**src/rtl/pipelined_f2i.sv**
```systemverilog
// Three-stage IEEE-754 single -> signed int32 converter.
// Stage 1 decodes and classifies the operand, stage 2 aligns it into an
// integer magnitude plus guard/sticky bits, and stage 3 rounds, range-checks
// and packs the two's-complement result.
//
// Handshake: there is no ready. A slot is accepted on every rising edge with
// e = 1 and carries in_valid along with it. When e = 0 every register holds,
// including the outputs. out_valid marks a slot holding a real result;
// bubbles travel through as out_valid = 0.
module pipelined_f2i (
    input  logic        clk,
    input  logic        clrn,
    input  logic        e,
    input  logic        in_valid,
    input  logic [31:0] a,
    input  logic [1:0]  rm,
    output logic        out_valid,
    output logic [31:0] d,
    output logic        invalid,
    output logic        inexact
);

    // ---------------- stage 1: decode ----------------
    logic [7:0]  s1_exp;
    logic [23:0] s1_frac;
    logic        s1_nan, s1_inf, s1_ovf;

    assign s1_exp  = a[30:23];
    assign s1_frac = {|s1_exp, a[22:0]};
    assign s1_nan  = (s1_exp == 8'hFF) & (|a[22:0]);
    assign s1_inf  = (s1_exp == 8'hFF) & ~(|a[22:0]);
    // -2^31 is the one value at exponent 158 that still fits in int32
    assign s1_ovf  = (s1_exp >= 8'd158) & (a != 32'hCF00_0000);

    logic        p1_valid, p1_sign, p1_nan, p1_inf, p1_ovf;
    logic [7:0]  p1_exp;
    logic [23:0] p1_frac;
    logic [1:0]  p1_rm;

    // P1 register: decoded operand fields
    always_ff @(posedge clk or negedge clrn) begin
        if (!clrn) begin
            p1_valid <= 1'b0;
            p1_sign  <= 1'b0;
            p1_nan   <= 1'b0;
            p1_inf   <= 1'b0;
            p1_ovf   <= 1'b0;
            p1_exp   <= 8'd0;
            p1_frac  <= 24'd0;
            p1_rm    <= 2'd0;
        end else if (e) begin
            p1_valid <= in_valid;
            p1_sign  <= a[31];
            p1_nan   <= s1_nan;
            p1_inf   <= s1_inf;
            p1_ovf   <= s1_ovf;
            p1_exp   <= s1_exp;
            p1_frac  <= s1_frac;
            p1_rm    <= rm;
        end
    end

    // ---------------- stage 2: align ----------------
    logic [31:0] s2_mag;
    logic        s2_g, s2_s;
    logic [7:0]  s2_lsh, s2_rsh;
    logic [47:0] s2_ext;

    // Integer magnitude plus guard/sticky; exponents 126..149 share one right
    // shifter (shift 24 at E=126 leaves the hidden bit as the guard bit)
    always_comb begin
        s2_mag = 32'd0;
        s2_g   = 1'b0;
        s2_s   = 1'b0;
        s2_lsh = 8'd0;
        s2_rsh = 8'd0;
        s2_ext = 48'd0;
        if (p1_exp >= 8'd150) begin
            // values above 158 are flagged overflow, so the truncated shift is harmless
            s2_lsh = p1_exp - 8'd150;
            s2_mag = {8'd0, p1_frac} << s2_lsh;
        end else if (p1_exp >= 8'd126) begin
            s2_rsh = 8'd150 - p1_exp;
            s2_ext = {p1_frac, 24'd0} >> s2_rsh;
            s2_mag = {8'd0, s2_ext[47:24]};
            s2_g   = s2_ext[23];
            s2_s   = |s2_ext[22:0];
        end else begin
            s2_s   = |p1_frac;
        end
    end

    logic        p2_valid, p2_sign, p2_nan, p2_inf, p2_ovf, p2_g, p2_s;
    logic [31:0] p2_mag;
    logic [1:0]  p2_rm;

    // P2 register: aligned magnitude and rounding bits
    always_ff @(posedge clk or negedge clrn) begin
        if (!clrn) begin
            p2_valid <= 1'b0;
            p2_sign  <= 1'b0;
            p2_nan   <= 1'b0;
            p2_inf   <= 1'b0;
            p2_ovf   <= 1'b0;
            p2_g     <= 1'b0;
            p2_s     <= 1'b0;
            p2_mag   <= 32'd0;
            p2_rm    <= 2'd0;
        end else if (e) begin
            p2_valid <= p1_valid;
            p2_sign  <= p1_sign;
            p2_nan   <= p1_nan;
            p2_inf   <= p1_inf;
            p2_ovf   <= p1_ovf;
            p2_g     <= s2_g;
            p2_s     <= s2_s;
            p2_mag   <= s2_mag;
            p2_rm    <= p1_rm;
        end
    end

    // ---------------- stage 3: round / pack ----------------
    logic        s3_inc, s3_rovf;
    logic [32:0] s3_r;
    logic [31:0] s3_d;
    logic        s3_invalid, s3_inexact;

    // Rounding increment, range check and final saturation/negation
    always_comb begin
        s3_inc     = 1'b0;
        s3_r       = 33'd0;
        s3_rovf    = 1'b0;
        s3_d       = 32'd0;
        s3_invalid = 1'b0;
        s3_inexact = 1'b0;
        case (p2_rm)
            2'b00:   s3_inc = p2_g & (p2_s | p2_mag[0]);
            2'b01:   s3_inc = p2_sign & (p2_g | p2_s);
            2'b10:   s3_inc = ~p2_sign & (p2_g | p2_s);
            default: s3_inc = 1'b0;
        endcase
        s3_r    = {1'b0, p2_mag} + {32'd0, s3_inc};
        s3_rovf = p2_sign ? (s3_r > 33'h0_8000_0000) : (s3_r > 33'h0_7FFF_FFFF);
        if (p2_nan) begin
            s3_d       = 32'h7FFF_FFFF;
            s3_invalid = 1'b1;
        end else if (p2_inf | p2_ovf | s3_rovf) begin
            s3_d       = p2_sign ? 32'h8000_0000 : 32'h7FFF_FFFF;
            s3_invalid = 1'b1;
        end else begin
            s3_d       = p2_sign ? (~s3_r[31:0] + 32'd1) : s3_r[31:0];
            s3_inexact = p2_g | p2_s;
        end
    end

    // Output register: result and flags, held while e = 0
    always_ff @(posedge clk or negedge clrn) begin
        if (!clrn) begin
            out_valid <= 1'b0;
            d         <= 32'd0;
            invalid   <= 1'b0;
            inexact   <= 1'b0;
        end else if (e) begin
            out_valid <= p2_valid;
            d         <= s3_d;
            invalid   <= s3_invalid;
            inexact   <= s3_inexact;
        end
    end

endmodule

```
**config.mk**
```make
export PLATFORM = sky130hd
export DESIGN_NAME = pipelined_f2i
export DESIGN_NICKNAME = d
export VERILOG_FILES = /design/src/rtl/pipelined_f2i.sv
export SDC_FILE = /design/constraint.sdc
export NUM_CORES = 1
export LEC_CHECK = 0
export CAP_MARGIN = 20
export CORE_ASPECT_RATIO = 1.75
export CORE_UTILIZATION = 55
export CTS_BUF_LIST = sky130_fd_sc_hd__clkbuf_16
export CTS_CLUSTER_DIAMETER = 60
export DETAILED_ROUTE_END_ITERATION = 7
export PLACE_DENSITY = 0.77
export SLEW_MARGIN = 20
export SYNTH_ARGS = -nofsm -noshare
export SYNTH_HDL_FRONTEND = slang
export SYNTH_SLANG_ARGS = --single-unit
```
**constraint.sdc**
```tcl
create_clock -name clk -period 5.03 [get_ports clk]
set_input_delay 0.503 -clock clk [delete_from_list [all_inputs] [get_ports clk]]
set_output_delay 0.503 -clock clk [all_outputs]
set_load 0.1 [all_outputs]
```
==> results of run 1 <==
worst max-delay path: stages (launching register included):
cell and delay [ps]:
dfrtp_1 380, inv_1 100, ha_1 180, xor2_1 150, nand3_1 80, a21oi_1 190
ha_1 400, and3_1 310, nand2_1 310, buf_4 270, nor4_1 410, o2bb2ai_1 130
nor4_1 370, nand4_1 350, o211a_4 340, nor2_1 380, o32ai_1 170
power groups by stage:
stage / combinational (W) / sequential (W) / clock [W]
2_1_floorplan: 0.00100 / 0.00160 / 0
6_report: 0.00197 / 0.00121 / 0.00121
5_1_grt: 0.00208 / 0.00123 / 0.00126
4_1_cts: 0.00193 / 0.00121 / 0.00122
3_5_place_dp: 0.00192 / 0.00122 / 0
3_3_place_gp: 0.00191 / 0.00122 / 0
placed cells by master, fill, tap and decap left out, drive strengths merged, types with 8 or more instances in the layout:
cell           count
nor2             140
nand2            117
dfrtp            115
o21ai             77
a21oi             76
clkdlybuf4s50     70
mux2i             65
mux2              56
xnor2             42
nor4              42
buf               40
nor3              39
nand3             36
inv               28
nand4             27
a211oi            21
o22ai             20
and3              19
xor2              18
clkbuf            17
or3               14
a31oi             13
a221oi            13
ha                11
clkinv            11
and2              10
o2bb2ai           10
nand2b             9
mux4               9
o31ai              9
o211ai             9
a211o              8
o221ai             8
kinds of logic after synthesis:
logic type / after synthesis / share of synthesized area
AO/OA/AOI/OAI: 333 / 0.2215
adder cells (fa/ha/maj): 11 / 0.01344
buffers and inverters: 125 / 0.05194
AND/OR/NAND/NOR: 478 / 0.2358
flip-flops: 115 / 0.2811
XOR/XNOR: 60 / 0.05133
multiplexers: 130 / 0.1450
worst paths after layout:
check,end,slack (ps),cells after the start
worst min register to register,d[31]$_DFFE_PN0P_,480,1
worst max register to register,d[29]$_DFFE_PN0P_,330,16
worst min-delay path,d[11]$_DFFE_PN0P_,20,1
max in group asynchronous,p2_mag[1]$_DFFE_PN0P_,3880,3
min in group clk,d[31]$_DFFE_PN0P_,480,1
worst max-delay path,d[29]$_DFFE_PN0P_,330,16
sequential cells by signal, indices dropped and copies added, names as in the netlist, 2 cells and up:
name     count
d           32
p1_exp       8
p1_frac     24
p1_rm        2
p2_mag      32
p2_rm        2
metrics by stage:
stage | area (um2) | hold WS (ps) | total power (W) | instances
after floorplan | 10240 | 207.4 | 0.002603 | 1252
after detailed placement | 11110 | 468.1 | 0.003139 | 1498
final | 11710 | 16.84 | 0.004397 | 1532
after global routing | 11710 | 49.94 | 0.004572 | 1532
after CTS | 11680 | 275.0 | 0.004360 | 1530
after global placement | 11110 | 463.8 | 0.003129 | 1498
area by class of cell:
cell class,count,share of cell area
multi-input combinational,1012,0.5839
sequential,115,0.2459
timing repair buffer,110,0.08658
clock buffer,17,0.03634
tap,234,0.02501
clock inverter,15,0.01304
inverter,28,0.008978
antenna,1,0.0002138
routing by layer:
layer,global-route usage,vias to the layer above,wire length (um),part of all wire
li1,-,4745,-,-
met1,0.3623,4879,11810,0.32
met2,0.7065,524,18950,0.51
met3,0.06893,219,1930,0.052
met4,0.4045,0,4124,0.11
met5,0,-,0,0
==> impl_metrics.ini, run 1 <==
[place]
dp_hpwl_mm = 27.83
post-place-ws_ps = 550.6
portBuffers = 72
gp_congestion = 1.059

[yosys]
synth.most_common_cell = nor2_1
syn_area_per_cell_um2 = 8.177
yosys_most_used_dff = dfrtp_1
synth-edff-count = 0
synth_common_cells = 140 x nor2_1, 115 x dfrtp_1, 113 x nand2_1
synth_seq_cells = 115
synth_top_cell_by_area = dfrtp_1
syn_area_um2 = 10240
yosysWarnings = 0
async_flop_share = 1.000
syn-num-nets = 1301
ys_types = 88
yosys.area.top_type_share = 0.2811
yosysSeqAreaShare = 0.2811
synthCells = 1252
synth_area_leaders = dfrtp_1 28%, mux2i_1 6.4%, mux2_2 6.2%

[cts]
clockBufferDepth = 2
postCtsSetupBuffers = 0
ctsHoldBuffers = 0
numCtsBuffers = 17
cts_tree = done
cts-root-buf = clkbuf_16
cts_resized = 0
clk_pin_slew_ps = 60
clock_latency_ps = 430
htreeDepth = 4
cts.sinks = 115

[finish]
drive_above_1_share = 0.1357
final_nets = 1333
area.growth.synth_to_final_pct = 14.35
multi_input_area_um2 = 6835
fillers = 1626
ff_latch_area_um2 = 2879
fin_util = 0.6455

[routing]
postRouteAntennaNets = 0
via_per_inst = 6.767
wl_per_cell_um = 24.03
drc = 0
drtIter0Drc = 774
routed_wl_mm = 36.82
drtPass1Iterations = 6
vias = 10367

[timing]
fmax_mhz = 212.7
min_period_ps = 4700
fin_crit_sh = 0.9345
setup_tns_ps = 0
worst_slack_ps = 329.6
relSlewSlack = 0.1389
rsz0062_at_grt = false
slew_viol_final = 0
skew_ps = 14.02
setup_viol = 0
max_slew.worst_pin.slew_ps = 1278
final-hold-violation-count = 0

[pwr]
combPwrFrac = 0.448
p_leak_nw = 4.540
peakVddDrop_v = 0.0002489
pwr-share-seq = 0.276
power.switching_w = 0.001956
power_density_nw_per_um2 = 375.6
p_int_w = 0.002441
p_clk_frac = 0.276
p_sw_frac = 0.4449

[floorplanning]
initial_core_util = 0.5645
fp.dieArea_um2 = 19180
core_area_um2 = 18140
die_w_um = 105.1
rows = 65
die_y_um = 182.5
io_pins = 73

[worst_setup_path]
end_kind = register
startpoint_type = register
worstPathMaxFanout = 14
reg2reg_from = p2_rm[0]$_DFFE_PN0P_
crit_type = register to register
cp.arrival_ps = 4960
startpoint = p2_rm[0]$_DFFE_PN0P_
required_ps = 5290

[global_route]
grt-ovfl-total = 0
grt_max_degree = 78
first_global_vias = 10103
grt_use_total = 0.3940
grt_pass1_wl_mm = 56.76
antenna_found_initial = 1

[job]
maxCapViolations = 0

[worst_hold_path]
hp-class = input pin to async pin

[outcome]
status = complete, no violations
Note: power is estimated with default switching activity, not from simulation.
==> run 2: changes to the inputs <==
CTS_CLUSTER_SIZE = 40   (was unset)
==> results of run 2 <==
No change in the layout: final DEF, timing and power equal those of run 1.
==> run 3: changes to the inputs <==
CAP_MARGIN = unset   (was 20)
CORE_UTILIZATION = 26   (was 55)
CTS_BUF_LIST = sky130_fd_sc_hd__clkbuf_8 sky130_fd_sc_hd__clkbuf_16   (was sky130_fd_sc_hd__clkbuf_16)
PLACE_DENSITY = 0.44   (was 0.77)
==> run 3 against run 2 <==
Against the previous run:
- the flow now finishes with violations (DRC)
- critical path depth grew 1
- first-iteration DRC count down 6.1%
- maximum frequency rose by 1.7%
- routed wire length increased by 15%
- setup slack better by 79 ps
- sequential share of layout area decreased by 1.3 points
==> impl_metrics.ini, run 3 (synthesized netlist as in run 1, its figures left out) <==
[outcome]
status = finished with violations
violations = DRC

[global_route]
grt_pass1_wl_mm = 65.01
first_global_vias = 10371
antenna_found_initial = 0
grt_max_degree = 77
grt_use_total = 0.2154
grt-ovfl-total = 0

[cts]
clock_latency_ps = 450
clk_pin_slew_ps = 60
clockBufferDepth = 2
cts_tree = done
htreeDepth = 4
cts.sinks = 115
numCtsBuffers = 17
cts-root-buf = clkbuf_16

[finish]
final_common_cell = nor2_1
area.growth.synth_to_final_pct = 20.72
ff_latch_area_um2 = 2879
layout_common_cells = 140 x nor2_1, 114 x dfrtp_1, 113 x nand2_1
reg.largest.list = d (32), p2_mag (32), p1_frac (24)
finalInstanceArea_um2 = 12360
fillers = 4083
n_antenna_cell = 0
drive_above_1_share = 0.1623
multi_input_area_um2 = 6837
final_nets = 1367

[timing]
rsz0062_at_grt = false
max_slew.worst_pin.slew_ps = 992.4
relSlewSlack = 0.3363
setup_tns_ps = 0
skew_ps = 10.61
setup_viol = 0
fin_crit_sh = 0.9187
slew_viol_final = 0
min_period_ps = 4621
fmax_mhz = 216.4
holdWs_ps = 492.1
final-hold-violation-count = 0

[worst_setup_path]
critPathMaxStageDelay_ps = 450
cp.arrival_ps = 4980
required_ps = 5390
reg2reg_depth = 17
worstPathMaxFanout = 7
startpoint_type = register
r2r_end = d[19]$_DFFE_PN0P_
crit_slowest_cell = or3_1
crit_type = register to register
reg2reg_from = p2_rm[0]$_DFFE_PN0P_
crit_path_cell_trace = inv_1, ha_1, xor2_1, nand3_1, a21oi_1, buf_4, ha_1, and4_2, xnor2_1, or3_1, a211oi_2, nand4_1, nor4_4, o211ai_2, buf_4, a21o_1, a221oi_2
rrSetupSlack_ps = 410
end_kind = register

[routing]
drc = 12
drtPass1Iterations = 8
postRouteAntennaNets = 0
wl_per_cell_um = 23.37
vias = 10183
routed_wl_mm = 42.45
via_per_inst = 5.607
drtIter0Drc = 727

[floorplanning]
fp.dieArea_um2 = 40200
rows = 95
io_pins = 73
die_w_um = 152
die_y_um = 264.5
initial_core_util = 0.2650
core_area_um2 = 38630

[worst_hold_path]
min-delay-start = p1_inf$_DFFE_PN0P_
hold_path_end = p1_inf$_DFFE_PN0P_
hp-class = register to register
min_delay_path_depth = 1

[place]
postPlaceCellArea_um2 = 11680
gp_congestion = 0.9860
portBuffers = 72
dp_hpwl_mm = 33.73

[job]
maxCapViolations = 0

[pwr]
p_leak_nw = 4.719
peakVddDrop_v = 0.0002146
power_density_nw_per_um2 = 374.2
-- run 3: cell types whose count changed in the layout (fill, tap and decap cells not counted), sizes merged --
cell         before  now
dlygate4sd3       0    1
buf              40   73
clkbuf           17   18
clkinv           11    9
inv              28   26
bufinv            3    4
diode             1    0
clkinvlp          1    3
-- run 3: cell type report --
cell class                      instances  area share
Clock buffer                           18     0.03554
Clock inverter                         14     0.01620
Inverter                               28    0.008505
Multi-Input combinational cell       1012      0.5532
Sequential cell                       115      0.2330
Tap cell                              485     0.04910
Timing Repair Buffer                  144      0.1045
-- run 3: per-stage QoR --
stage,utilization,power [W],setup WS (ps),std cells
2_1_floorplan,-,0.002603,978.4,1252
3_3_place_gp,0.3023,0.003269,370.5,1782
3_5_place_dp,0.3023,0.003266,403.0,1782
4_1_cts,0.3189,0.004652,373.4,1814
5_1_grt,0.3199,0.004840,61.88,1816
6_report,0.3199,0.004624,408.8,1816
-- run 3: worst max-delay path by stage --
| stage | start | to | slack, ps | cells past startpoint |
|---|---|---|---|---|
| 2_1_floorplan | p2_sign$_DFFE_PN0P_ | d[1]$_DFFE_PN0P_ | 980 | 19 |
| 3_3_place_gp | p2_rm[0]$_DFFE_PN0P_ | d[19]$_DFFE_PN0P_ | 370 | 17 |
| 4_1_cts | p2_rm[0]$_DFFE_PN0P_ | d[19]$_DFFE_PN0P_ | 370 | 17 |
| 3_5_place_dp | p2_rm[0]$_DFFE_PN0P_ | d[5]$_DFFE_PN0P_ | 400 | 17 |
| 6_report | p2_rm[0]$_DFFE_PN0P_ | d[19]$_DFFE_PN0P_ | 410 | 17 |
| 5_1_grt | p2_rm[0]$_DFFE_PN0P_ | d[18]$_DFFE_PN0P_ | 60 | 17 |
-- run 3: routing by layer --
| metal | global-route usage | share of wire | up-vias |
|---|---|---|---|
| met5 | 0 | 0 | - |
| met4 | 0.1975 | 0.094 | 0 |
| met3 | 0.02534 | 0.028 | 135 |
| met2 | 0.4020 | 0.53 | 348 |
| met1 | 0.2066 | 0.35 | 4906 |
| li1 | - | - | 4794 |
-- run 3: power by group --
part | internal [W] | switching, W | total [W] | leakage, nW
Clock | 0.000846 | 0.000512 | 0.00136 | 0.304
Combinational | 0.000658 | 0.00139 | 0.00205 | 3.04
Sequential | 0.00105 | 0.000176 | 0.00122 | 1.38
Total | 0.00255 | 0.00208 | 0.00462 | 4.72
-- run 3: repair_timing --
item / CTS / global route
hold buffers: 0 / 1
hold endpoints to repair: 0 / 3
setup buffers: 0 / 0
endpoints found under the setup margin: 0 / 1
resized for setup: 0 / 1
-- run 3: worst max-delay path, delay by kind of cell (launching register included) --
family,cells,cell delay (ps)
AND/OR/NAND/NOR,5,1670
AO/OA/AOI/OAI,5,1080
adder cells (fa/ha/maj),2,530
buffers and inverters,3,470
flip-flops,1,390
XOR/XNOR,2,380
